**src/rtl/ascii_to_mod26_if.sv**
```systemverilog
// rtl/ascii_to_mod26_if.sv - key character in / shift amounts out bundle for ascii_to_mod26
interface ascii_to_mod26_if;
   logic       in_valid;
   logic [7:0] ascii_in;
   logic       out_valid;
   logic [7:0] mod26_out;
   logic [7:0] mod26_inv;
   logic       is_letter;

   modport master (
      output in_valid, ascii_in,
      input  out_valid, mod26_out, mod26_inv, is_letter
   );

   modport slave (
      input  in_valid, ascii_in,
      output out_valid, mod26_out, mod26_inv, is_letter
   );
endinterface

```
**src/rtl/ascii_to_mod26.sv**
```systemverilog
// rtl/ascii_to_mod26.sv - ASCII key character to Caesar encrypt/decrypt shift, registered
// Define ASCII_TO_MOD26_UPPER_EN to also accept uppercase 'A'..'Z'.
module ascii_to_mod26 (
   input logic             keyboard_clk,
   input logic             reset,
   ascii_to_mod26_if.slave bus
);

   logic [7:0] shift_next;
   logic [7:0] inv_next;
   logic       letter_next;

   // Subtraction only happens inside a matched range, so nothing can wrap.
   always_comb begin
      shift_next  = 8'd0;
      letter_next = 1'b0;
      if (bus.ascii_in >= 8'h61 && bus.ascii_in <= 8'h7A) begin
         shift_next  = bus.ascii_in - 8'h61;
         letter_next = 1'b1;
      end
`ifdef ASCII_TO_MOD26_UPPER_EN
      else if (bus.ascii_in >= 8'h41 && bus.ascii_in <= 8'h5A) begin
         shift_next  = bus.ascii_in - 8'h41;
         letter_next = 1'b1;
      end
`else
      else begin
         shift_next  = 8'd0;
         letter_next = 1'b0;
      end
`endif
   end

   always_comb begin
      inv_next = 8'd0;
      if (shift_next != 8'd0)
         inv_next = 8'd26 - shift_next;
   end

   always_ff @(posedge keyboard_clk) begin
      if (reset) begin
         bus.out_valid <= 1'b0;
         bus.mod26_out <= 8'd0;
         bus.mod26_inv <= 8'd0;
         bus.is_letter <= 1'b0;
      end else begin
         bus.out_valid <= bus.in_valid;
         if (bus.in_valid) begin
            bus.mod26_out <= shift_next;
            bus.mod26_inv <= inv_next;
            bus.is_letter <= letter_next;
         end
      end
   end

endmodule

```
**src/flat_wrapper.sv**
```systemverilog
// flat-port wrapper written by rule: the top's interface ports become plain ports
module ascii_to_mod26_flat 
  (keyboard_clk, reset, bus_in_valid, bus_ascii_in, bus_out_valid, bus_mod26_out, bus_mod26_inv, bus_is_letter);
  ascii_to_mod26_if bus_i ();
  input logic keyboard_clk;
  input logic reset;
  input wire logic [$bits(bus_i.in_valid)-1:0] bus_in_valid;
  input wire logic [$bits(bus_i.ascii_in)-1:0] bus_ascii_in;
  output wire logic [$bits(bus_i.out_valid)-1:0] bus_out_valid;
  output wire logic [$bits(bus_i.mod26_out)-1:0] bus_mod26_out;
  output wire logic [$bits(bus_i.mod26_inv)-1:0] bus_mod26_inv;
  output wire logic [$bits(bus_i.is_letter)-1:0] bus_is_letter;
  assign bus_i.in_valid = bus_in_valid;
  assign bus_i.ascii_in = bus_ascii_in;
  assign bus_out_valid = bus_i.out_valid;
  assign bus_mod26_out = bus_i.mod26_out;
  assign bus_mod26_inv = bus_i.mod26_inv;
  assign bus_is_letter = bus_i.is_letter;
  ascii_to_mod26 u_core (.keyboard_clk(keyboard_clk), .reset(reset), .bus(bus_i));
endmodule
```
**config.mk**
```make
export PLATFORM = sky130hd
export DESIGN_NAME = ascii_to_mod26_flat
export DESIGN_NICKNAME = d
export VERILOG_FILES = /design/src/rtl/ascii_to_mod26_if.sv /design/src/rtl/ascii_to_mod26.sv /design/src/flat_wrapper.sv
export SDC_FILE = /design/constraint.sdc
export NUM_CORES = 1
export LEC_CHECK = 0
export ABC_AREA = 1
export ABC_CLOCK_PERIOD_IN_PS = 2490
export CAP_MARGIN = 0
export CORE_AREA = 2 2 51 58
export DETAILED_ROUTE_END_ITERATION = 6
export DIE_AREA = 0 0 53 60
export GPL_TIMING_DRIVEN = 0
export PLACE_DENSITY = 0.83
export REMOVE_ABC_BUFFERS = 1
export SETUP_SLACK_MARGIN = 0.15
export SYNTH_ARGS = -nofsm -noshare
export SYNTH_HDL_FRONTEND = slang
export SYNTH_SLANG_ARGS = --single-unit
```
**constraint.sdc**
```tcl
create_clock -name keyboard_clk -period 2.49 [get_ports keyboard_clk]
set_clock_uncertainty 0.2 [all_clocks]
set_input_delay 0.747 -clock keyboard_clk [delete_from_list [all_inputs] [get_ports keyboard_clk]]
set_output_delay 0.747 -clock keyboard_clk [all_outputs]
set_load 0.02 [all_outputs]
```
==> metrics.txt <==
status completed; reg2reg setup slack about 1.7 ns; CP Class in -> reg; XOR/XNOR Fraction of Synth Area 2.482%; Clk pin slew, worst setup/hold paths 0.10 ns; CTS max path bufs 2; Area Overhead vs Synth 46.81%; Max Cap Viol 0; EDFF count, synth 0; final RePlAce weighted congestion 0.8386; first-pass GRT wire length 4022 um; post-synthesis simple-gate area fraction 40.19%; design area 1554 um2; Hold Path End u_core.bus.mod26_inv[5]$_SDFFE_PP0P_; CTS HTree Levels 1; worst flop-to-flop path endpoint u_core.bus.is_letter$_SDFFE_PP0P_; worst reg2reg startpoint u_core.bus.is_letter$_SDFFE_PP0P_; commonest cells after routing, fill and taps aside nand2_1, clkdlybuf4s50_1, dfxtp_1, nand3_1; root buffer cell clkbuf_4; hold path startpoint u_core.bus.mod26_inv[5]$_SDFFE_PP0P_; initial antenna violation count 0; dominant cells by area after synthesis dfxtp_1, nand2_1, nand3_1; chip height 60 um; relative slew slack between 70% and 80%; dominant cell type by area after synthesis dfxtp_1; post-route ant nets 0; Mapped Area 1059 um2; die footprint approximately 3200 um2; CTS tree done; most common cell after layout, fill and taps aside nand2_1; Synth warnings 0; FMAX around 440 MHz; GRT overflow 0; VDD IR max 246.7 uV; share of cells above drive strength 1 29.47%; Synth Area in Compound Gates 8.983%; NumNets Final 207; Initial Util 40.29%; Pleak 0.6556 nW; worst hold path depth 2; #FFs+latches synth 18; pre-CTS setup slack -0.7444 ns; critical path endpoint category flip-flop; Mean Syn Cell Area 7.057 um2; post-synthesis mux area share 0%; Die Width about 53 um; vias in the first global route 991; Synth Area in Adders 5.910%; Critical-path top delay cell nor2_1; post-synth cell types 22; IO buf count 28; GRT Overall Usage 17.43%; floorplan core area about 2600 um2; max-slew violations 0; CP startpoint kind input pin; Cells after Synth 150; largest net degree at the start of global routing 18; worst hold path type reg -> reg; Filler cells 229; Final Cycle Share 90.71%; via-per-instance ratio 4.830; sequential area share after synthesis about a third; I/O pins 29; slowest stage delay, CP 0.19 ns; number of remaining DRC errors 0; wire per inst 11.25 um; worst reg2reg path depth 2; setup ws final 0.2314 ns; Slew @ Worst Pin 0.4001 ns; drt pass-1 iters 6; Req. time, crit path 2.47 ns; Antenna Cells 0; RSZ-0062 raised after global routing no; final WL between 2000 and 3000 um; Sink Count 18; post-DP HPWL approximately 1800 um; worst hold slack 0.2709 ns; critical-path maximum fanout 5; largest family of logic cells by synthesized area simple AND/OR/NAND/NOR gates; CTS Buf Count 3; Main synth FF type dfxtp_1; Vias between 1000 and 1500; crit-path cells buf_6 -> inv_4 -> ha_1 -> nand2_2 -> nand3b_4 -> nand3_4 -> buf_4 -> buf_4 -> nor2_1 -> nand3_2 -> nand2_1 -> nand2_1 -> nand3_2 -> a21oi_1; Final setup viols 0; cell row count 20; PD cells 403.4 nW/um2; FFs w/ async S/R, synth 0%; CP Data Arrival Time approximately 2.2 ns; Skew-Pair Late Insertion Delay 0.30 ns; initial detailed-routing violation count 23; Final Hold Vio Count 0; Post-DP Area 1373 um2; area share of the leading cell type in the synthesized netlist roughly a third; Final Critical Period roughly 2.3 ns
[worst max path at each step]
stage	start	to	slack, ns
after floorplan	bus_ascii_in[1]	u_core.bus.mod26_inv[6]$_SDFFE_PP0P_	0.03
after global placement	bus_ascii_in[0]	u_core.bus.mod26_inv[6]$_SDFFE_PP0P_	-0.70
after detailed placement	bus_ascii_in[0]	u_core.bus.mod26_inv[6]$_SDFFE_PP0P_	-0.74
after CTS	bus_ascii_in[0]	u_core.bus.mod26_inv[4]$_SDFFE_PP0P_	0.15
after global routing	bus_ascii_in[1]	u_core.bus.mod26_inv[6]$_SDFFE_PP0P_	0.15
final	bus_ascii_in[0]	u_core.bus.mod26_inv[6]$_SDFFE_PP0P_	0.23
[registers in the layout (all words and copies together), names as in the netlist]
signal	count
u_core.bus.is_letter	1
u_core.bus.out_valid	1
u_core.bus.mod26_out	8
u_core.bus.mod26_inv	8
[Yosys cell counts (2+ instances only)]
| library cell | count |
|---|---|
| clkbuf_1 | 2 |
| nand3_1 | 17 |
| ha_1 | 5 |
| o21ai_0 | 8 |
| nand2_2 | 3 |
| inv_1 | 18 |
| xor2_1 | 3 |
| nor2_4 | 4 |
| nor2_1 | 11 |
| dfxtp_1 | 18 |
| nand3_2 | 2 |
| a21oi_1 | 11 |
| nand4_1 | 2 |
| nand2_1 | 38 |
[area by class of cell]
cell class	instances	area [um2]	share of cell area, %
timing repair buffer	38	342.8	22.06
multi-input combinational	109	683.2	43.96
clock buffer	4	36.28	2.335
sequential	18	360.3	23.19
tap	33	41.29	2.657
inverter	21	90.09	5.797
[timing repair]
| action | 4_1_cts | 5_1_grt |
|---|---|---|
| setup endpoints to repair | 15 | 7 |
| pin swaps | 11 | 9 |
| hold endpoints to repair | 0 | 0 |
| resized for setup | 33 | 20 |
| buffers inserted | 8 | 2 |
| hold buffers | 0 | 0 |
[metrics by stage]
stage / total power, mW / instances / TNS, ns / util (%)
after floorplan: 0.3774 / 148 / 0 / -
after global placement: 0.4267 / 209 / -6.607 / 52.24
after detailed placement: 0.4293 / 209 / -7.387 / 52.24
after CTS: 0.6173 / 221 / 0 / 57.33
after global routing: 0.6517 / 223 / 0 / 59.14
final: 0.6269 / 223 / 0 / 59.14
[metal layers]
| metal | GRT usage [%] | share of wire, % |
|---|---|---|
| met5 | 0 | 0 |
| met1 | 18.08 | 39 |
| met3 | 2.250 | 3.2 |
| met2 | 32.50 | 55 |
| met4 | 10.62 | 2.5 |
[power by group]
part	leakage [nW]	switching, mW	internal [mW]
Clock	0.0210	0.0931	0.0893
Combinational	0.488	0.0841	0.0608
Sequential	0.146	0.00357	0.296
[cells by family (layout without fill, tap and decap cells)]
group / count (synthesis) / in the layout
simple gates: 82 / 82
xor+xnor: 3 / 3
buf+inv: 23 / 63
compound gates: 19 / 19
flops: 18 / 18
fa+ha+maj: 5 / 5
[worst max-delay path, delay by kind of cell]
| kind | cells | cell delay, ns |
|---|---|---|
| compound gates | 1 | 0.05 |
| fa+ha+maj | 1 | 0.17 |
| buf+inv | 4 | 0.47 |
| simple gates | 8 | 0.79 |
(Power assumes the default switching activity.)
